--- config.mk ---
export PLATFORM = sky130hd
export DESIGN_NAME = add_share_arbiter_flat
export DESIGN_NICKNAME = d
export VERILOG_FILES = /design/src/rtl/add_share_arbiter_if.sv /design/src/rtl/add_share_arbiter.sv /design/src/flat_wrapper.sv
export SDC_FILE = /design/constraint.sdc
export NUM_CORES = 1
export LEC_CHECK = 0
export CAP_MARGIN = 20
export CORE_AREA = 2 2 125 127
export DETAILED_ROUTE_END_ITERATION = 8
export DIE_AREA = 0 0 127 129
export GPL_ROUTABILITY_DRIVEN = 0
export PLACE_DENSITY = 0.78
export SLEW_MARGIN = 20
export SYNTH_ARGS = -nofsm -noshare
export SYNTH_HDL_FRONTEND = slang
export SYNTH_SLANG_ARGS = --single-unit
--- constraint.sdc ---
create_clock -name clk -period 4.5 [get_ports clk]
set_input_delay 0.45 -clock clk [delete_from_list [all_inputs] [get_ports clk]]
set_output_delay 0.45 -clock clk [all_outputs]
set_load 0.02 [all_outputs]
--- src/rtl/add_share_arbiter_if.sv ---
// Request/response bundle between R fixed-point clients and the shared adder arbiter.
// Handshake: a transfer happens on a rising edge where valid and ready are both high.
interface add_share_arbiter_if #(
    parameter int N = 32,
    parameter int R = 4
);
    localparam int IDW = (R > 1) ? $clog2(R) : 1;

    logic [R-1:0]   req_valid;
    logic [R-1:0]   req_ready;
    logic [R*N-1:0] req_a;
    logic [R*N-1:0] req_b;
    logic [R-1:0]   req_ci;
    logic [R-1:0]   req_chain;
    logic [R-1:0]   req_lock;

    logic           rsp_valid;
    logic           rsp_ready;
    logic [IDW-1:0] rsp_id;
    logic [N-1:0]   rsp_c;
    logic           rsp_co;

    // Lock FSM visibility for checkers.
    logic           dbg_locked;
    logic [IDW-1:0] dbg_owner;

    modport master (
        output req_valid, req_a, req_b, req_ci, req_chain, req_lock, rsp_ready,
        input  req_ready, rsp_valid, rsp_id, rsp_c, rsp_co, dbg_locked, dbg_owner
    );

    modport slave (
        input  req_valid, req_a, req_b, req_ci, req_chain, req_lock, rsp_ready,
        output req_ready, rsp_valid, rsp_id, rsp_c, rsp_co, dbg_locked, dbg_owner
    );
endinterface

--- src/rtl/add_share_arbiter.sv ---
// Round-robin arbiter sharing one N-bit adder among R requesters, with a lock
// so one requester can run a multi-word add using its own stored carry.
module add_share_arbiter #(
    parameter int N = 32,
    parameter int R = 4
) (
    input logic                clk,
    input logic                rst,
    add_share_arbiter_if.slave bus
);
    localparam int IDW = (R > 1) ? $clog2(R) : 1;

    typedef enum logic {
        ST_FREE   = 1'b0,
        ST_LOCKED = 1'b1
    } lock_state_e;

    lock_state_e    state_q, state_d;
    logic [IDW-1:0] owner_q, owner_d;
    logic [IDW-1:0] ptr_q, ptr_d;
    logic [R-1:0]   cy_q, cy_d;
    logic           rsp_valid_q, rsp_valid_d;
    logic [N-1:0]   rsp_c_q, rsp_c_d;
    logic           rsp_co_q, rsp_co_d;
    logic [IDW-1:0] rsp_id_q, rsp_id_d;

    logic           acc_en;
    logic           gnt_any;
    logic [IDW-1:0] gnt_idx;
    logic           xfer;
    logic [N-1:0]   add_a, add_b, add_c;
    logic           add_ci, add_co;

    // First valid requester at or after the pointer, wrapping modulo R.
    function automatic logic [IDW:0] rr_pick(input logic [R-1:0] v, input logic [IDW-1:0] p);
        logic           found;
        logic [IDW-1:0] pick;
        int             idx;
        found = 1'b0;
        pick  = '0;
        for (int off = 0; off < R; off++) begin
            idx = int'(p) + off;
            if (idx >= R) begin
                idx = idx - R;
            end
            if (!found && v[idx[IDW-1:0]]) begin
                found = 1'b1;
                pick  = idx[IDW-1:0];
            end
        end
        return {found, pick};
    endfunction

    always_comb begin
        gnt_any = 1'b0;
        gnt_idx = '0;
        if (state_q == ST_LOCKED) begin
            // The owner keeps the grant; everyone else stalls even while it idles.
            gnt_idx = owner_q;
            gnt_any = bus.req_valid[owner_q];
        end else begin
            {gnt_any, gnt_idx} = rr_pick(bus.req_valid, ptr_q);
        end
    end

    assign acc_en = !rsp_valid_q || bus.rsp_ready;
    assign xfer   = !rst && acc_en && gnt_any;

    always_comb begin
        bus.req_ready = '0;
        if (xfer) begin
            bus.req_ready[gnt_idx] = 1'b1;
        end
    end

    assign add_a  = bus.req_a[int'(gnt_idx) * N +: N];
    assign add_b  = bus.req_b[int'(gnt_idx) * N +: N];
    assign add_ci = bus.req_chain[gnt_idx] ? cy_q[gnt_idx] : bus.req_ci[gnt_idx];
    assign {add_co, add_c} = {1'b0, add_a} + {1'b0, add_b} + {{N{1'b0}}, add_ci};

    always_comb begin
        state_d     = state_q;
        owner_d     = owner_q;
        ptr_d       = ptr_q;
        cy_d        = cy_q;
        rsp_valid_d = rsp_valid_q;
        rsp_c_d     = rsp_c_q;
        rsp_co_d    = rsp_co_q;
        rsp_id_d    = rsp_id_q;
        if (xfer) begin
            rsp_valid_d   = 1'b1;
            rsp_c_d       = add_c;
            rsp_co_d      = add_co;
            rsp_id_d      = gnt_idx;
            cy_d[gnt_idx] = add_co;
            ptr_d         = (gnt_idx == IDW'(R - 1)) ? '0 : gnt_idx + 1'b1;
            state_d       = bus.req_lock[gnt_idx] ? ST_LOCKED : ST_FREE;
            owner_d       = gnt_idx;
        end else if (bus.rsp_ready) begin
            // Drain keeps the data fields; only valid drops.
            rsp_valid_d = 1'b0;
        end
    end

    always_ff @(posedge clk) begin
        if (rst) begin
            state_q     <= ST_FREE;
            owner_q     <= '0;
            ptr_q       <= '0;
            cy_q        <= '0;
            rsp_valid_q <= 1'b0;
            rsp_c_q     <= '0;
            rsp_co_q    <= 1'b0;
            rsp_id_q    <= '0;
        end else begin
            state_q     <= state_d;
            owner_q     <= owner_d;
            ptr_q       <= ptr_d;
            cy_q        <= cy_d;
            rsp_valid_q <= rsp_valid_d;
            rsp_c_q     <= rsp_c_d;
            rsp_co_q    <= rsp_co_d;
            rsp_id_q    <= rsp_id_d;
        end
    end

    assign bus.rsp_valid  = rsp_valid_q;
    assign bus.rsp_c      = rsp_c_q;
    assign bus.rsp_co     = rsp_co_q;
    assign bus.rsp_id     = rsp_id_q;
    assign bus.dbg_locked = (state_q == ST_LOCKED);
    assign bus.dbg_owner  = owner_q;
endmodule

--- src/flat_wrapper.sv ---
// flat-port wrapper written by rule: the top's interface ports become plain ports
module add_share_arbiter_flat 
#(
    parameter int N = 32,
    parameter int R = 4
)
  (clk, rst, bus_req_valid, bus_req_a, bus_req_b, bus_req_ci, bus_req_chain, bus_req_lock, bus_rsp_ready, bus_req_ready, bus_rsp_valid, bus_rsp_id, bus_rsp_c, bus_rsp_co, bus_dbg_locked, bus_dbg_owner);
  add_share_arbiter_if #(.N(N), .R(R)) bus_i ();
  input logic clk;
  input logic rst;
  input wire logic [$bits(bus_i.req_valid)-1:0] bus_req_valid;
  input wire logic [$bits(bus_i.req_a)-1:0] bus_req_a;
  input wire logic [$bits(bus_i.req_b)-1:0] bus_req_b;
  input wire logic [$bits(bus_i.req_ci)-1:0] bus_req_ci;
  input wire logic [$bits(bus_i.req_chain)-1:0] bus_req_chain;
  input wire logic [$bits(bus_i.req_lock)-1:0] bus_req_lock;
  input wire logic [$bits(bus_i.rsp_ready)-1:0] bus_rsp_ready;
  output wire logic [$bits(bus_i.req_ready)-1:0] bus_req_ready;
  output wire logic [$bits(bus_i.rsp_valid)-1:0] bus_rsp_valid;
  output wire logic [$bits(bus_i.rsp_id)-1:0] bus_rsp_id;
  output wire logic [$bits(bus_i.rsp_c)-1:0] bus_rsp_c;
  output wire logic [$bits(bus_i.rsp_co)-1:0] bus_rsp_co;
  output wire logic [$bits(bus_i.dbg_locked)-1:0] bus_dbg_locked;
  output wire logic [$bits(bus_i.dbg_owner)-1:0] bus_dbg_owner;
  assign bus_i.req_valid = bus_req_valid;
  assign bus_i.req_a = bus_req_a;
  assign bus_i.req_b = bus_req_b;
  assign bus_i.req_ci = bus_req_ci;
  assign bus_i.req_chain = bus_req_chain;
  assign bus_i.req_lock = bus_req_lock;
  assign bus_i.rsp_ready = bus_rsp_ready;
  assign bus_req_ready = bus_i.req_ready;
  assign bus_rsp_valid = bus_i.rsp_valid;
  assign bus_rsp_id = bus_i.rsp_id;
  assign bus_rsp_c = bus_i.rsp_c;
  assign bus_rsp_co = bus_i.rsp_co;
  assign bus_dbg_locked = bus_i.dbg_locked;
  assign bus_dbg_owner = bus_i.dbg_owner;
  add_share_arbiter #(.N(N), .R(R)) u_core (.clk(clk), .rst(rst), .bus(bus_i));
endmodule
Word-level counts from Yosys, hierarchy flattened
Index checks and enable logic that the tools add are counted.
{"block": "totals", "word_cells": 92, "in_bits": 275, "ff_bits": 43}
{"block": "classes", "shift": 2, "muxes": 48, "n_addsub": 10, "n_reduce_logical": 13, "n_eq_ne": 1, "magnitude_cmp": 11}
{"cell": "$shiftx A128 B8 Y32", "n": 2}
{"cell": "$add A32 B32 Y33", "n": 1}
{"cell": "$add A33 B1 Y33", "n": 1}
{"cell": "$mux W2", "n": 14}
{"cell": "$mux W1", "n": 22}
{"cell": "$bmux W1 S2", "n": 9}
{"cell": "$lt A2 B3 Y1 const B", "n": 6}
{"cell": "$ge A3 B3 Y1 const B", "n": 3}
{"cell": "$sub A2 B1 Y2 const B", "n": 4}
{"cell": "$add A2 B2 Y3 const B", "n": 2}
{"cell": "$logic_and A1 B1 Y1", "n": 6}
{"cell": "$logic_not A1 Y1", "n": 5}
{"cell": "$bwmux W4", "n": 1}
{"cell": "$mux W4", "n": 1}
{"cell": "$add A2 B1 Y3 const B", "n": 1}
{"cell": "$ge A2 B3 Y1 const B", "n": 1}
{"cell": "$add A2 B1 Y2 const B", "n": 1}
{"cell": "$demux W1 S2", "n": 1}
{"cell": "$eq A2 B2 Y1 const B", "n": 1}
{"cell": "$ge A2 B1 Y1 const B", "n": 1}
{"cell": "$reduce_bool A2 Y1", "n": 1}
{"cell": "$logic_or A1 B1 Y1", "n": 1}

Depth between registers and ports, before layout
{"block": "logic_depth", "depth_word": 24, "depth_mapped": 22}

Least setup slack after synthesis
Ideal clock, no wire load.
{"block": "synth_timing", "path_kind": "input port to flip-flop", "from": "in bus_req_valid[0]", "to": "reg u_core.cy_q[0]", "path_buffers": 3, "setup_ns": 0.121, "stages": 22, "arrival_ns": 3.989, "setup_slack_ns": 0.390, "cell_sequence": "a21oi_1 > o21a_1 > o22ai_1 > o21a_1 > buf_2 > inv_2 > buf_2 > buf_2 > nor2_1 > nor2_1 > o21ai_1 > fa_1 > inv_1 > fa_1 > a211o_1 > a211o_1 > a21oi_4 > a21oi_4 > a31oi_4 > o31a_1 > nor2_1 > mux2_4"}
{"block": "synth_via", "elab_chain_cells": 21, "elab_cells_between_ends": 47}
{"element": "from (decl)", "line": "flat_wrapper.sv:11", "source": "input wire logic [$bits(bus_i.req_valid)-1:0] bus_req_valid;"}
{"element": "parallel branches: the longest is 21 deep, another holds $bmux W1 S2"}
{"element": "to (signal assigned)", "line": "add_share_arbiter.sv:119", "source": "cy_q <= cy_d;"}
{"element": "to (decl)", "line": "add_share_arbiter.sv:21", "source": "logic [R-1:0] cy_q, cy_d;"}
Parallel ways; which one is timed is not known. The select of a mux whose other input is x is not followed.
A chain may end at the register's enable or synchronous reset.

Worst setup path in the final report
{"block": "layout_timing", "from": "in bus_req_valid[0]", "to": "reg u_core.rsp_c_q[18], in the netlist u_core.bus.rsp_c[18]"}
{"block": "layout_via", "elab_chain_cells": 20, "elab_cells_between_ends": 41}
{"element": "parallel branches: the longest is 20 deep, another holds $bmux W1 S2"}
{"element": "to (signal assigned)", "line": "add_share_arbiter.sv:121", "source": "rsp_c_q <= rsp_c_d;"}
{"element": "to (decl)", "line": "add_share_arbiter.sv:23", "source": "logic [N-1:0] rsp_c_q, rsp_c_d;"}
Parallel ways; which one is timed is not known. The select of a mux whose other input is x is not followed.

==> impl_metrics.yaml <==
outcome:
  outcome: "finished, final reports clean"
pwr:
  power.total_mw: 7.17
  p_leak_nw: 4.33
  largest_voltage_drop_on_the_vdd_net_mv: 0.339
  power_density_nw_per_um2: 729
setup_path:
  worst-endpoint-required_ps: 4640
  timing.reg2reg.worst_path_depth: 21
  critical_path.slowest_cell: "sky130_fd_sc_hd__clkdlybuf4s50_1"
  crit_chain: "clkdlybuf4s50_1, a21oi_1, o21a_1, o22ai_2, o21a_4, inv_4, buf_12, nor2_1, nor2_1, o21ai_1, fa_2, inv_1, fa_2, a211o_1, a211o_1, a21oi_4, a21oi_4, buf_4, a21o_1, a21oi_2, xor2_1, o21ai_1"
  critical_path.top_delay_family: "compound AO/OA/AOI/OAI gates"
  cp_max_fo: 9
  reg2reg_setup_slack_ps: 390
  endpoint_type_of_the_worst_setup_path: "flip-flop"
  rr_startpoint: "u_core.ptr_q[1]"
  cpPeakStageDelay_ps: 520
  sum_of_buffers_and_inverters_on_the_critical_path: 5
  worstReg2RegEnd: "u_core.bus.rsp_c[18]"
  crit_path_start_kind: "primary input"
  setup.worst_path.class: "primary input to flip-flop"
  worst-endpoint-arrival_ps: 4420
yosys:
  post_synth.cell_area_avg_um2: 6.31
  synthesis.area_um2: 5570
  synth_top_cells_by_area: "sky130_fd_sc_hd__nand2_1 21%, sky130_fd_sc_hd__dfxtp_1 15%, sky130_fd_sc_hd__ha_1 7.9%"
  synth_edf_count: 0
  postSynth.topFlopCell: "sky130_fd_sc_hd__dfxtp_1"
  synth.cells.most_frequent: "305 x sky130_fd_sc_hd__nand2_1, 68 x sky130_fd_sc_hd__a31oi_1, 68 x sky130_fd_sc_hd__and3_1"
  postSynth.asyncResetShare: 0
  synth_most_common_cell: "sky130_fd_sc_hd__nand2_1"
  synth.top_cell.area_share: 0.205
  yosys_cell_types: 60
  count_of_state_elements_after_synthesis: 43
  synth_warnings: 0
  syn-instance-count: 883
  yosys.area.top_type: "sky130_fd_sc_hd__nand2_1"
  synth_sequential_area_ratio: 0.154
  syn_nets: 1195
worst_hold_path:
  min_path_type: "flip-flop to flip-flop"
  hold_path_startpoint: "u_core.bus.rsp_c[14]"
  worstHoldPathCells: 2
  endpoint_of_the_worst_hold_path: "u_core.bus.rsp_c[14]"
cts:
  clock_latency_ps: 290
  worst_setup_hold_path_clk_slew_ps: 60
  cts.sink_count: 43
  cts_max_path_buffers: 2
  htree_num_levels: 2
  cts_made_buffers: 5
  cts_tree: "built"
  cts_root_buffer: "sky130_fd_sc_hd__clkbuf_16"
  hold_buffers: 0
timing:
  fmax_mhz: 234
  timing.final.crit_share: 0.950
  max_slew.worst_pin.slew_ps: 965
  slew_headroom: 0.354
  final-hold-violation-count: 0
  hold-worst-slack_ps: 453
  slew_violations: 0
  final_critical_delay_including_setup_and_external_delays_ps: 4280
  fin_worst_skew_ps: 4.35
  setup_tns_ps: 0
  setup-violations-final: 0
cells_and_area:
  n_antenna_cell: 0
  sequential_standard_cell_area_um2: 861
  flow.area_growth_from_synthesis_pct: 76.5
  multi_input_comb_area_um2: 4460
  fin_area_um2: 9830
  layout.filler_cells: 1374
  nNetsFinal: 1565
  layout.core_utilization: 0.657
  post_route_cells_drive_above_1_share: 0.120
global_routing:
  via_count_of_the_first_global_routing_pass: 7382
  grt_start_max_net_pins: 66
  track_usage: 0.253
  grt.overflow.total: 0
  grt_antenna_before_repair: 0
  global_route_wire_length_before_repair_mm: 34.5
drt:
  vias: 7597
  post_dr_vias_cell: 5.27
  routed_wire_length_per_instance_um: 15.1
  detail_route.iter0.violations: 399
  drcViolationCount: 0
  final_antenna_net_count: 0
  firstDrtPassIters: 5
  routed_wl_mm: 21.8
floorplan:
  pin_count: 318
  die_area_um2: 16400
  core.rowCount: 45
  initial_core_utilization: 0.372
  die_height_um: 129
  fp.coreArea_um2: 15000
  die_w_um: 127
placed_design:
  dp_hpwl_mm: 17.6
  io_buffers: 317
  placedInstanceArea_um2: 9640
run:
  max-cap-violations: 0
routing by layer:
metal  global-route usage  up-vias  routed length, um
li1                     -     3856                  -
met5                    0        -                  0
met1                0.320     3462               9450
met4               0.0575        0                342
met3               0.0520       28               1430
met2                0.447      251              10600
report_power, final:
group          internal, mW  total, mW  switching, mW  leakage, nW
Clock                 0.205      0.366          0.161       0.0669
Sequential            0.532      0.631         0.0986        0.355
Combinational          3.04       6.18           3.14         3.91
cell usage in the layout (no fill, tap or decap), drive strengths merged, types with 3 or more instances in the layout:
cell,instances
clkdlybuf4s50,317
nand2,305
buf,112
a31oi,71
and3,68
a21oi,51
dfxtp,43
ha,35
o21ai,33
nand3,32
nor2,25
a21o,19
xnor2,13
o21a,13
inv,11
nor2b,10
a211oi,9
xor2,7
nor3,7
clkbuf,6
o21bai,5
o211ai,5
o31ai,5
and2,4
mux2,4
nand4,4
mux2i,3
or3,3
nor4,3
logic make-up (layout without fill, tap and decap cells):
logic type	Yosys count	count (layout)	share of synthesized area
mux	8	8	0.0202
buf+inv	77	448	0.0555
flops	43	43	0.154
compound gates	228	228	0.276
xor+xnor	20	20	0.0314
simple gates	470	470	0.377
fa+ha+maj	37	37	0.0858
registers in the layout, summed over array words and instances, names as in the netlist:
name                   cells
u_core.bus.rsp_co          1
u_core.bus.dbg_locked      1
u_core.ptr_q               2
u_core.bus.rsp_valid       1
u_core.cy_q                4
u_core.bus.rsp_c          32
u_core.bus.dbg_owner       2
area by class of cell:
type,count,share of cell area
clock buffer,6,0.0131
sequential,43,0.0875
tap,188,0.0239
clock inverter,2,0.00127
multi-input combinational,763,0.453
timing repair buffer,429,0.417
inverter,11,0.00445
worst min-delay path, delay by kind of cell (launching register included):
| kind | cells | cell delay, ps |
|---|---|---|
| simple gates | 1 | 50 |
| flops | 1 | 310 |
| compound gates | 1 | 50 |
through the flow:
step	instances	worst slack, ps
final	1442	224
after global routing	1442	-13.7
after detailed placement	1432	-181
after global placement	1432	-52.2
after CTS	1440	98.9
after floorplan	883	390
worst max-delay path by stage:
| stage | start | endpoint | slack, ps | cells past startpoint |
|---|---|---|---|---|
| finish | bus_req_valid[0] | u_core.bus.rsp_c[18] | 220 | 22 |
| floorplan | bus_req_valid[0] | u_core.cy_q[0] | 390 | 22 |
| detailed placement | bus_req_valid[0] | u_core.bus.rsp_c[18] | -180 | 21 |
| global placement | bus_req_valid[0] | u_core.bus.rsp_c[18] | -50 | 22 |
| global route | bus_req_valid[0] | u_core.bus.rsp_c[18] | -10 | 21 |
| CTS | bus_req_valid[0] | u_core.bus.rsp_c[18] | 100 | 21 |
what timing repair did:
action	4_1_cts	5_1_grt
setup endpoints to repair	0	10
resized for setup	0	10
setup buffers	0	2
Note: power is estimated with default switching activity, not from simulation.
